$ cat src/rtl/score_pkg.sv
// Shared definitions for the score leaderboard slice.
// Holds the default widths, the controller state encoding and the
// leaderboard entry layout used by score_leaderboard and score_topn_insert.
package score_pkg;

    localparam int DEF_SCORE_W  = 14;
    localparam int DEF_PLAYER_W = 5;
    localparam int DEF_TOP_N    = 4;

    typedef enum logic [2:0] {
        INIT  = 3'd0,
        IDLE  = 3'd1,
        READ  = 3'd2,
        CMP   = 3'd3,
        WRITE = 3'd4,
        DONE  = 3'd5
    } state_e;

    typedef struct packed {
        logic                    valid;
        logic                    guest;
        logic [DEF_PLAYER_W-1:0] id;
        logic [DEF_SCORE_W-1:0]  score;
    } lb_entry_t;

endpackage

$ cat src/rtl/score_topn_insert.sv
// Sorted top-N leaderboard storage.
//   clr                      : synchronous wipe of all valid bits
//   srch_score               : score being placed; srch_pos/srch_found give the
//                              first slot that is empty or holds a lower score
//   ins_en/ins_pos/ins_*     : shift entries at and below ins_pos down by one
//                              (last entry falls off) and write the new entry
//   q_idx -> q_score/q_id/q_valid : combinational query read; q_id is all-zeros
//                              for guest entries
module score_topn_insert
    import score_pkg::*;
#(
    parameter int SCORE_W  = DEF_SCORE_W,
    parameter int PLAYER_W = DEF_PLAYER_W,
    parameter int TOP_N    = DEF_TOP_N,
    parameter int IDX_W    = (TOP_N > 1) ? $clog2(TOP_N) : 1
) (
    input  logic                clk,
    input  logic                rst,
    input  logic                clr,
    input  logic [SCORE_W-1:0]  srch_score,
    output logic [IDX_W-1:0]    srch_pos,
    output logic                srch_found,
    input  logic                ins_en,
    input  logic [IDX_W-1:0]    ins_pos,
    input  logic [SCORE_W-1:0]  ins_score,
    input  logic [PLAYER_W-1:0] ins_id,
    input  logic                ins_guest,
    input  logic [IDX_W-1:0]    q_idx,
    output logic [SCORE_W-1:0]  q_score,
    output logic [PLAYER_W-1:0] q_id,
    output logic                q_valid
);

    logic                valid_q [TOP_N];
    logic                valid_d [TOP_N];
    logic                guest_q [TOP_N];
    logic                guest_d [TOP_N];
    logic [PLAYER_W-1:0] id_q    [TOP_N];
    logic [PLAYER_W-1:0] id_d    [TOP_N];
    logic [SCORE_W-1:0]  score_q [TOP_N];
    logic [SCORE_W-1:0]  score_d [TOP_N];

    // Position search: strict '>' makes a tie land below the existing entry.
    always_comb begin
        srch_found = 1'b0;
        srch_pos   = {IDX_W{1'b0}};
        for (int i = 0; i < TOP_N; i++) begin
            if (!srch_found && (!valid_q[i] || (srch_score > score_q[i]))) begin
                srch_found = 1'b1;
                srch_pos   = IDX_W'(i);
            end else begin
                srch_found = srch_found;
            end
        end
    end

    // Next-state of the board: clear, or shift-down-and-insert.
    always_comb begin
        for (int i = 0; i < TOP_N; i++) begin
            valid_d[i] = valid_q[i];
            guest_d[i] = guest_q[i];
            id_d[i]    = id_q[i];
            score_d[i] = score_q[i];
        end
        if (clr) begin
            for (int i = 0; i < TOP_N; i++) begin
                valid_d[i] = 1'b0;
            end
        end else if (ins_en) begin
            for (int i = 1; i < TOP_N; i++) begin
                if (i > int'(ins_pos)) begin
                    valid_d[i] = valid_q[i-1];
                    guest_d[i] = guest_q[i-1];
                    id_d[i]    = id_q[i-1];
                    score_d[i] = score_q[i-1];
                end else begin
                    valid_d[i] = valid_q[i];
                end
            end
            valid_d[ins_pos] = 1'b1;
            guest_d[ins_pos] = ins_guest;
            id_d[ins_pos]    = ins_id;
            score_d[ins_pos] = ins_score;
        end else begin
            valid_d[0] = valid_q[0];
        end
    end

    // Board registers; reset empties the board.
    always_ff @(posedge clk or posedge rst) begin
        if (rst) begin
            for (int i = 0; i < TOP_N; i++) begin
                valid_q[i] <= 1'b0;
                guest_q[i] <= 1'b0;
                id_q[i]    <= {PLAYER_W{1'b0}};
                score_q[i] <= {SCORE_W{1'b0}};
            end
        end else begin
            for (int i = 0; i < TOP_N; i++) begin
                valid_q[i] <= valid_d[i];
                guest_q[i] <= guest_d[i];
                id_q[i]    <= id_d[i];
                score_q[i] <= score_d[i];
            end
        end
    end

    // Query read mux; guest entries hide their player ID.
    always_comb begin
        q_valid = 1'b0;
        q_score = {SCORE_W{1'b0}};
        q_id    = {PLAYER_W{1'b0}};
        if (int'(q_idx) < TOP_N) begin
            q_valid = valid_q[q_idx];
            q_score = score_q[q_idx];
            q_id    = guest_q[q_idx] ? {PLAYER_W{1'b0}} : id_q[q_idx];
        end else begin
            q_valid = 1'b0;
        end
    end

endmodule

$ cat src/rtl/score_leaderboard.sv
// Score leaderboard: per-player personal-best table plus sorted top-N board.
// Ports: clk/rst (async active-high), clear_req (wipe, taken in IDLE only),
//   score_valid/score_ready handshake with player_id, is_guest, score;
//   results done (1-cycle pulse), personal_best, global_best, rank (0 = not
//   placed); query port lb_idx -> lb_score, lb_id, lb_valid (combinational).
// Build option: SCORE_LB_GUEST_RANK_EN lets guest submissions enter the
//   leaderboard (stored with their ID hidden). Without it guests never place.
module score_leaderboard
    import score_pkg::*;
#(
    parameter int SCORE_W  = DEF_SCORE_W,
    parameter int PLAYER_W = DEF_PLAYER_W,
    parameter int TOP_N    = DEF_TOP_N,
    localparam int IDX_W   = (TOP_N > 1) ? $clog2(TOP_N) : 1,
    localparam int RANK_W  = $clog2(TOP_N + 1)
) (
    input  logic                clk,
    input  logic                rst,
    input  logic                clear_req,
    input  logic                score_valid,
    output logic                score_ready,
    input  logic [PLAYER_W-1:0] player_id,
    input  logic                is_guest,
    input  logic [SCORE_W-1:0]  score,
    output logic                done,
    output logic                personal_best,
    output logic                global_best,
    output logic [RANK_W-1:0]   rank,
    input  logic [IDX_W-1:0]    lb_idx,
    output logic [SCORE_W-1:0]  lb_score,
    output logic [PLAYER_W-1:0] lb_id,
    output logic                lb_valid
);

    localparam int NUM_PLAYERS = 2 ** PLAYER_W;

`ifdef SCORE_LB_GUEST_RANK_EN
    localparam logic GUEST_RANK = 1'b1;
`else
    localparam logic GUEST_RANK = 1'b0;
`endif

    state_e              state_q, state_d;
    logic [PLAYER_W-1:0] cnt_q, cnt_d;
    logic [PLAYER_W-1:0] id_q, id_d;
    logic                guest_q, guest_d;
    logic [SCORE_W-1:0]  score_q, score_d;
    logic [SCORE_W-1:0]  stored_q, stored_d;
    logic                pb_q, pb_d;
    logic                place_q, place_d;
    logic [IDX_W-1:0]    k_q, k_d;
    logic                done_q, done_d;
    logic                pbest_q, pbest_d;
    logic                gbest_q, gbest_d;
    logic [RANK_W-1:0]   rank_q, rank_d;

    logic [SCORE_W-1:0]  tbl_q [NUM_PLAYERS];
    logic                tbl_we;
    logic [PLAYER_W-1:0] tbl_waddr;
    logic [SCORE_W-1:0]  tbl_wdata;

    logic                lb_clr;
    logic                ins_en;
    logic [IDX_W-1:0]    srch_pos;
    logic                srch_found;

    assign score_ready   = (state_q == IDLE) && !clear_req;
    assign done          = done_q;
    assign personal_best = pbest_q;
    assign global_best   = gbest_q;
    assign rank          = rank_q;

    score_topn_insert #(
        .SCORE_W  (SCORE_W),
        .PLAYER_W (PLAYER_W),
        .TOP_N    (TOP_N),
        .IDX_W    (IDX_W)
    ) u_topn (
        .clk        (clk),
        .rst        (rst),
        .clr        (lb_clr),
        .srch_score (score_q),
        .srch_pos   (srch_pos),
        .srch_found (srch_found),
        .ins_en     (ins_en),
        .ins_pos    (k_q),
        .ins_score  (score_q),
        .ins_id     (id_q),
        .ins_guest  (guest_q),
        .q_idx      (lb_idx),
        .q_score    (lb_score),
        .q_id       (lb_id),
        .q_valid    (lb_valid)
    );

    // Controller next-state, table write port and result computation.
    always_comb begin
        state_d   = state_q;
        cnt_d     = cnt_q;
        id_d      = id_q;
        guest_d   = guest_q;
        score_d   = score_q;
        stored_d  = stored_q;
        pb_d      = pb_q;
        place_d   = place_q;
        k_d       = k_q;
        done_d    = 1'b0;
        pbest_d   = pbest_q;
        gbest_d   = gbest_q;
        rank_d    = rank_q;
        tbl_we    = 1'b0;
        tbl_waddr = id_q;
        tbl_wdata = score_q;
        lb_clr    = 1'b0;
        ins_en    = 1'b0;
        case (state_q)
            INIT: begin
                tbl_we    = 1'b1;
                tbl_waddr = cnt_q;
                tbl_wdata = {SCORE_W{1'b0}};
                if (cnt_q == PLAYER_W'(NUM_PLAYERS - 1)) begin
                    state_d = IDLE;
                end else begin
                    cnt_d = cnt_q + {{(PLAYER_W-1){1'b0}}, 1'b1};
                end
            end
            IDLE: begin
                if (clear_req) begin
                    lb_clr  = 1'b1;
                    cnt_d   = {PLAYER_W{1'b0}};
                    state_d = INIT;
                end else if (score_valid) begin
                    id_d    = player_id;
                    guest_d = is_guest;
                    score_d = score;
                    state_d = READ;
                end else begin
                    state_d = IDLE;
                end
            end
            READ: begin
                // Guests never touch the table; a zero compare value is harmless.
                if (guest_q) begin
                    stored_d = {SCORE_W{1'b0}};
                end else begin
                    stored_d = tbl_q[id_q];
                end
                state_d = CMP;
            end
            CMP: begin
                // Strict '>' against a non-negative stored value also rules out score 0.
                pb_d    = !guest_q && (score_q > stored_q);
                place_d = srch_found && (score_q != {SCORE_W{1'b0}}) &&
                          (!guest_q || GUEST_RANK);
                k_d     = srch_pos;
                state_d = WRITE;
            end
            WRITE: begin
                tbl_we  = pb_q;
                ins_en  = place_q;
                pbest_d = pb_q;
                if (place_q) begin
                    rank_d  = RANK_W'(k_q) + {{(RANK_W-1){1'b0}}, 1'b1};
                    gbest_d = (k_q == {IDX_W{1'b0}});
                end else begin
                    rank_d  = {RANK_W{1'b0}};
                    gbest_d = 1'b0;
                end
                done_d  = 1'b1;
                state_d = DONE;
            end
            DONE: begin
                state_d = IDLE;
            end
            default: begin
                state_d = IDLE;
                pbest_d = 1'b0;
                gbest_d = 1'b0;
                rank_d  = {RANK_W{1'b0}};
            end
        endcase
    end

    // Controller and result registers.
    always_ff @(posedge clk or posedge rst) begin
        if (rst) begin
            state_q  <= INIT;
            cnt_q    <= {PLAYER_W{1'b0}};
            id_q     <= {PLAYER_W{1'b0}};
            guest_q  <= 1'b0;
            score_q  <= {SCORE_W{1'b0}};
            stored_q <= {SCORE_W{1'b0}};
            pb_q     <= 1'b0;
            place_q  <= 1'b0;
            k_q      <= {IDX_W{1'b0}};
            done_q   <= 1'b0;
            pbest_q  <= 1'b0;
            gbest_q  <= 1'b0;
            rank_q   <= {RANK_W{1'b0}};
        end else begin
            state_q  <= state_d;
            cnt_q    <= cnt_d;
            id_q     <= id_d;
            guest_q  <= guest_d;
            score_q  <= score_d;
            stored_q <= stored_d;
            pb_q     <= pb_d;
            place_q  <= place_d;
            k_q      <= k_d;
            done_q   <= done_d;
            pbest_q  <= pbest_d;
            gbest_q  <= gbest_d;
            rank_q   <= rank_d;
        end
    end

    // Personal-best table; contents are defined by the INIT sweep, not reset.
    always_ff @(posedge clk) begin
        if (tbl_we) begin
            tbl_q[tbl_waddr] <= tbl_wdata;
        end
    end

endmodule

$ cat config.mk
export PLATFORM = sky130hd
export DESIGN_NAME = score_leaderboard
export DESIGN_NICKNAME = d
export VERILOG_FILES = /design/src/rtl/score_pkg.sv /design/src/rtl/score_topn_insert.sv /design/src/rtl/score_leaderboard.sv
export SDC_FILE = /design/constraint.sdc
export NUM_CORES = 1
export LEC_CHECK = 0
export CAP_MARGIN = 20
export CORE_MARGIN = 8
export CORE_UTILIZATION = 55
export DETAILED_ROUTE_END_ITERATION = 8
export PLACE_DENSITY = 0.72
export SETUP_SLACK_MARGIN = 0.3
export SLEW_MARGIN = 10
export SYNTH_ARGS = -nofsm -noshare
export SYNTH_HDL_FRONTEND = slang
export SYNTH_SLANG_ARGS = --single-unit
$ cat constraint.sdc
create_clock -name clk -period 10.9 [get_ports clk]
set_input_delay 2.18 -clock clk [delete_from_list [all_inputs] [get_ports clk]]
set_output_delay 2.18 -clock clk [all_outputs]
set_load 0.02 [all_outputs]
==> summary.txt <==
Die
  – DIE HEIGHT: around 230 um
  – # IOs: 53
  – Initial core utilization: 0.558
  – Core Box Area: between 40000 and 50000 um2
  – Cell row count: 78
  – Die Wd: roughly 230 um
  – Die footprint: about 53000 um2

Global route
  – Vias in the first global route: roughly 14000
  – Initial antenna violation count: 1
  – First-pass GRT wire length: around 89000 um
  – Largest net degree at the start of global routing: 77
  – Aggregate global-route resource usage: 0.219
  – Gr ovfl total: 0

Timing
  – RSZ-0062 raised after global routing: no
  – Fin. Hold Viols: 0
  – Max-slew headroom: 0.275
  – Clock skew: 0.0227 ns
  – Final setup TNS: 0 ns
  – Max-slew violation count: 0
  – Least-Margin Pin Slew: 1.08 ns
  – Final setup vio count: 0
  – Worst hold slack: 0.481 ns
  – Worst setup margin: between 4 and 5 ns
  – Fin crit period: 6.59 ns
  – Crit share post-route: 0.605
  – Fmax: between 0.15 and 0.2 GHz

Detailed routing
  – Total number of vias: around 14000
  – Drt via density: between 6 and 7
  – Final wirelength: about 58000 um
  – DR iter-0 viols: around 1500
  – Routed wire length per instance: between 20 and 30 um
  – Drt drc: 0
  – First-pass DRT Iterations: 8
  – Remaining antenna violation count after routing: 0

Cells and area
  – Share of layout cells above drive strength 1: 0.226
  – Layout net count: 1724
  – Commonest non-fill, non-tap cell in the layout: edfxtp_1
  – Non-filler instance count after layout: 2271
  – Most frequent cells in the layout: edfxtp_1, mux4_2, dfrtp_1
  – Area Growth Syn to Fin: 13.6%

Setup path
  – Crit Path Max Fanout: 21
  – Bufs and invs on worst path: 3
  – Data arrival time of the worst path: about 4.4 ns
  – Crit path required time: about 8.7 ns
  – Crit-path leading delay family: buffers and inverters
  – Max stage delay on crit path: about 0.63 ns
  – Cell Chain, Critical Path: clkdlybuf4s50_1, buf_4, mux4_2, nor2b_1, clkdlybuf4s50_1
  – Critical Setup Path Class: primary input to output port
  – Startpoint types: primary input
  – Cell repeated most along the worst path: clkdlybuf4s50_1
  – Critical Path Sink Type: output port
  – Slowest CP cell: mux4_2

Placed design
  – Port Buf Inserts: between 50 and 60
  – Placement Setup Slack: 4.28 ns
  – Detailed Place HPWL: ~37000 um
  – Placed Cells: 2159
  – GPL Wtd Cong: roughly 0.92

Logic synthesis
  – Post-Syn Nets: between 1500 and 2000
  – Post-synth top flop: edfxtp_1
  – Mean Syn Cell Area: 16.6 um2
  – Post-synth EDFFs: about 450
  – Yosys Warn Count: 0
  – #FFs+latches synth: roughly 600
  – Gate Count Post-Synth: roughly 1500
  – Seq/Total Area, Yosys: 0.664
  – Async SR Flop Fraction: 0.233
  – Post-Syn Area: between 20000 and 30000 um2
  – Distinct cells, synth: 50

Min path
  – HP Class: flip-flop to flip-flop

Clock tree
  – Hold Buf Count CTS: 0
  – CTS sink count: 584
  – CTS tree: built
  – Root Driver: clkbuf_16
  – Post-CTS setup buffers: 0
  – Later-pin clock latency in the skew report: between 0.6 and 0.7 ns
  – CTS Buf Count: 59
  – Longest Clk Path Bufs: 3
  – H-tree depth: 2
  – Clk pin slew, worst setup/hold paths: 0.06 ns
  – Post-CTS sizing: 0

Flow run
  – Maxcap violations: 0

Run status
  – Status: finished clean

Power
  – Pleak: about 10 nW
  – Pwr/cell area: ~300 nW/um2
  – Peak VDD IR: between 0.0002 and 0.00025 V
[through the flow]
stage	total power, mW	utilization	instance area, um2
floorplan	5.51	-	25400
global placement	6.52	0.590	26800
detailed placement	6.65	0.590	26800
CTS	8.69	0.633	28800
global route	9.09	0.634	28800
finish	8.65	0.634	28800
[power breakdown]
group	internal, mW	leakage (nW)	switching, mW
Clock	1.16	0.953	0.865
Sequential	3.09	5.81	0.453
Combinational	1.34	3.61	1.74
Total	5.59	10.4	3.06
[final cells by class]
| class | count | area (um2) |
|---|---|---|
| antenna | 1 | 2.50 |
| clock buffer | 67 | 1540 |
| clock inverter | 42 | 415 |
| fill | 3196 | 16600 |
| inverter | 77 | 294 |
| multi-input combinational | 785 | 7940 |
| sequential | 584 | 16900 |
| tap | 600 | 751 |
| timing repair buffer | 115 | 1040 |
[flip-flops by register name (all words and copies together), names as in the netlist, 2 cells and up]
signal / cells
u_topn.score_q: 56
state_q: 3
u_topn.valid_q: 4
u_topn.guest_q: 4
u_topn.id_q: 20
score_q: 14
cnt_q: 5
tbl_q: 448
id_q: 5
rank: 3
stored_q: 14
k_q: 2
[worst paths after layout]
path | from | to | slack (ns) | cells past startpoint
worst max-delay path | lb_idx[0] | lb_id[0] | 4.31 | 5
worst min-delay path | u_topn.id_q[2]$_DFFE_PP0P_ | u_topn.id_q[2]$_DFFE_PP0P_ | 0.48 | 2
worst max register to register | id_q[0]$_DFFE_PP0P_ | stored_q[1]$_DFFE_PP0P_ | 6.80 | 6
worst min register to register | u_topn.id_q[2]$_DFFE_PP0P_ | u_topn.id_q[2]$_DFFE_PP0P_ | 0.48 | 2
max in group asynchronous | rst | score_q[6]$_DFFE_PP0P_ | 7.53 | 3
min in group asynchronous | rst | u_topn.id_q[3]$_DFFE_PP0P_ | 2.05 | 2
[cell families (layout without fill, tap and decap cells)]
group,after synthesis,in the layout,synth area share
compound gates,194,194,0.0459
xor+xnor,2,2,0.000690
fa+ha+maj,76,76,0.0375
buf+inv,156,301,0.0250
flops,584,584,0.664
mux,237,237,0.175
other cells,0,1,0
simple gates,276,276,0.0519
[cell usage after synthesis (2+ instances only)]
master | n | area share
mux2i_1 | 36 | 0.014
and3_1 | 17 | 0.0042
nor2b_1 | 23 | 0.0057
nand2b_1 | 13 | 0.0032
nand3_1 | 8 | 0.0016
buf_6 | 4 | 0.0018
o41ai_1 | 2 | 0.00069
clkbuf_1 | 54 | 0.0080
xor2_1 | 2 | 0.00069
a21oi_1 | 75 | 0.015
nor3b_1 | 2 | 0.00059
o211ai_1 | 2 | 0.00059
o21bai_1 | 2 | 0.00059
dfrtp_1 | 136 | 0.13
nor2_1 | 75 | 0.011
mux4_2 | 161 | 0.14
nor3_1 | 23 | 0.0045
nand4_1 | 16 | 0.0039
nor4_1 | 8 | 0.0020
a211oi_1 | 15 | 0.0044
o31ai_1 | 5 | 0.0015
nand3b_1 | 3 | 0.00089
mux2_2 | 40 | 0.018
a311o_1 | 2 | 0.00079
o2bb2ai_1 | 2 | 0.00069
ha_1 | 76 | 0.037
o21ai_0 | 35 | 0.0069
a22o_1 | 5 | 0.0017
edfxtp_1 | 448 | 0.53
inv_1 | 77 | 0.011
buf_2 | 16 | 0.0032
o21ai_1 | 14 | 0.0028
a31oi_1 | 4 | 0.00099
buf_1 | 5 | 0.00074
a22oi_1 | 14 | 0.0041
nand2_1 | 82 | 0.012
a21o_1 | 10 | 0.0030
[worst min-delay path: stages (launching register included)]
cell     delay [ns]
dfrtp_1        0.34
nand2_1        0.05
o21ai_0        0.06
[layer usage]
metal	vias to the layer above	share of wire	GRT usage
li1	6176	-	-
met1	7242	0.42	0.307
met2	554	0.48	0.348
met3	92	0.069	0.0352
met4	0	0.030	0.0778
met5	-	0	0
Power figures use the tool's default switching activity.
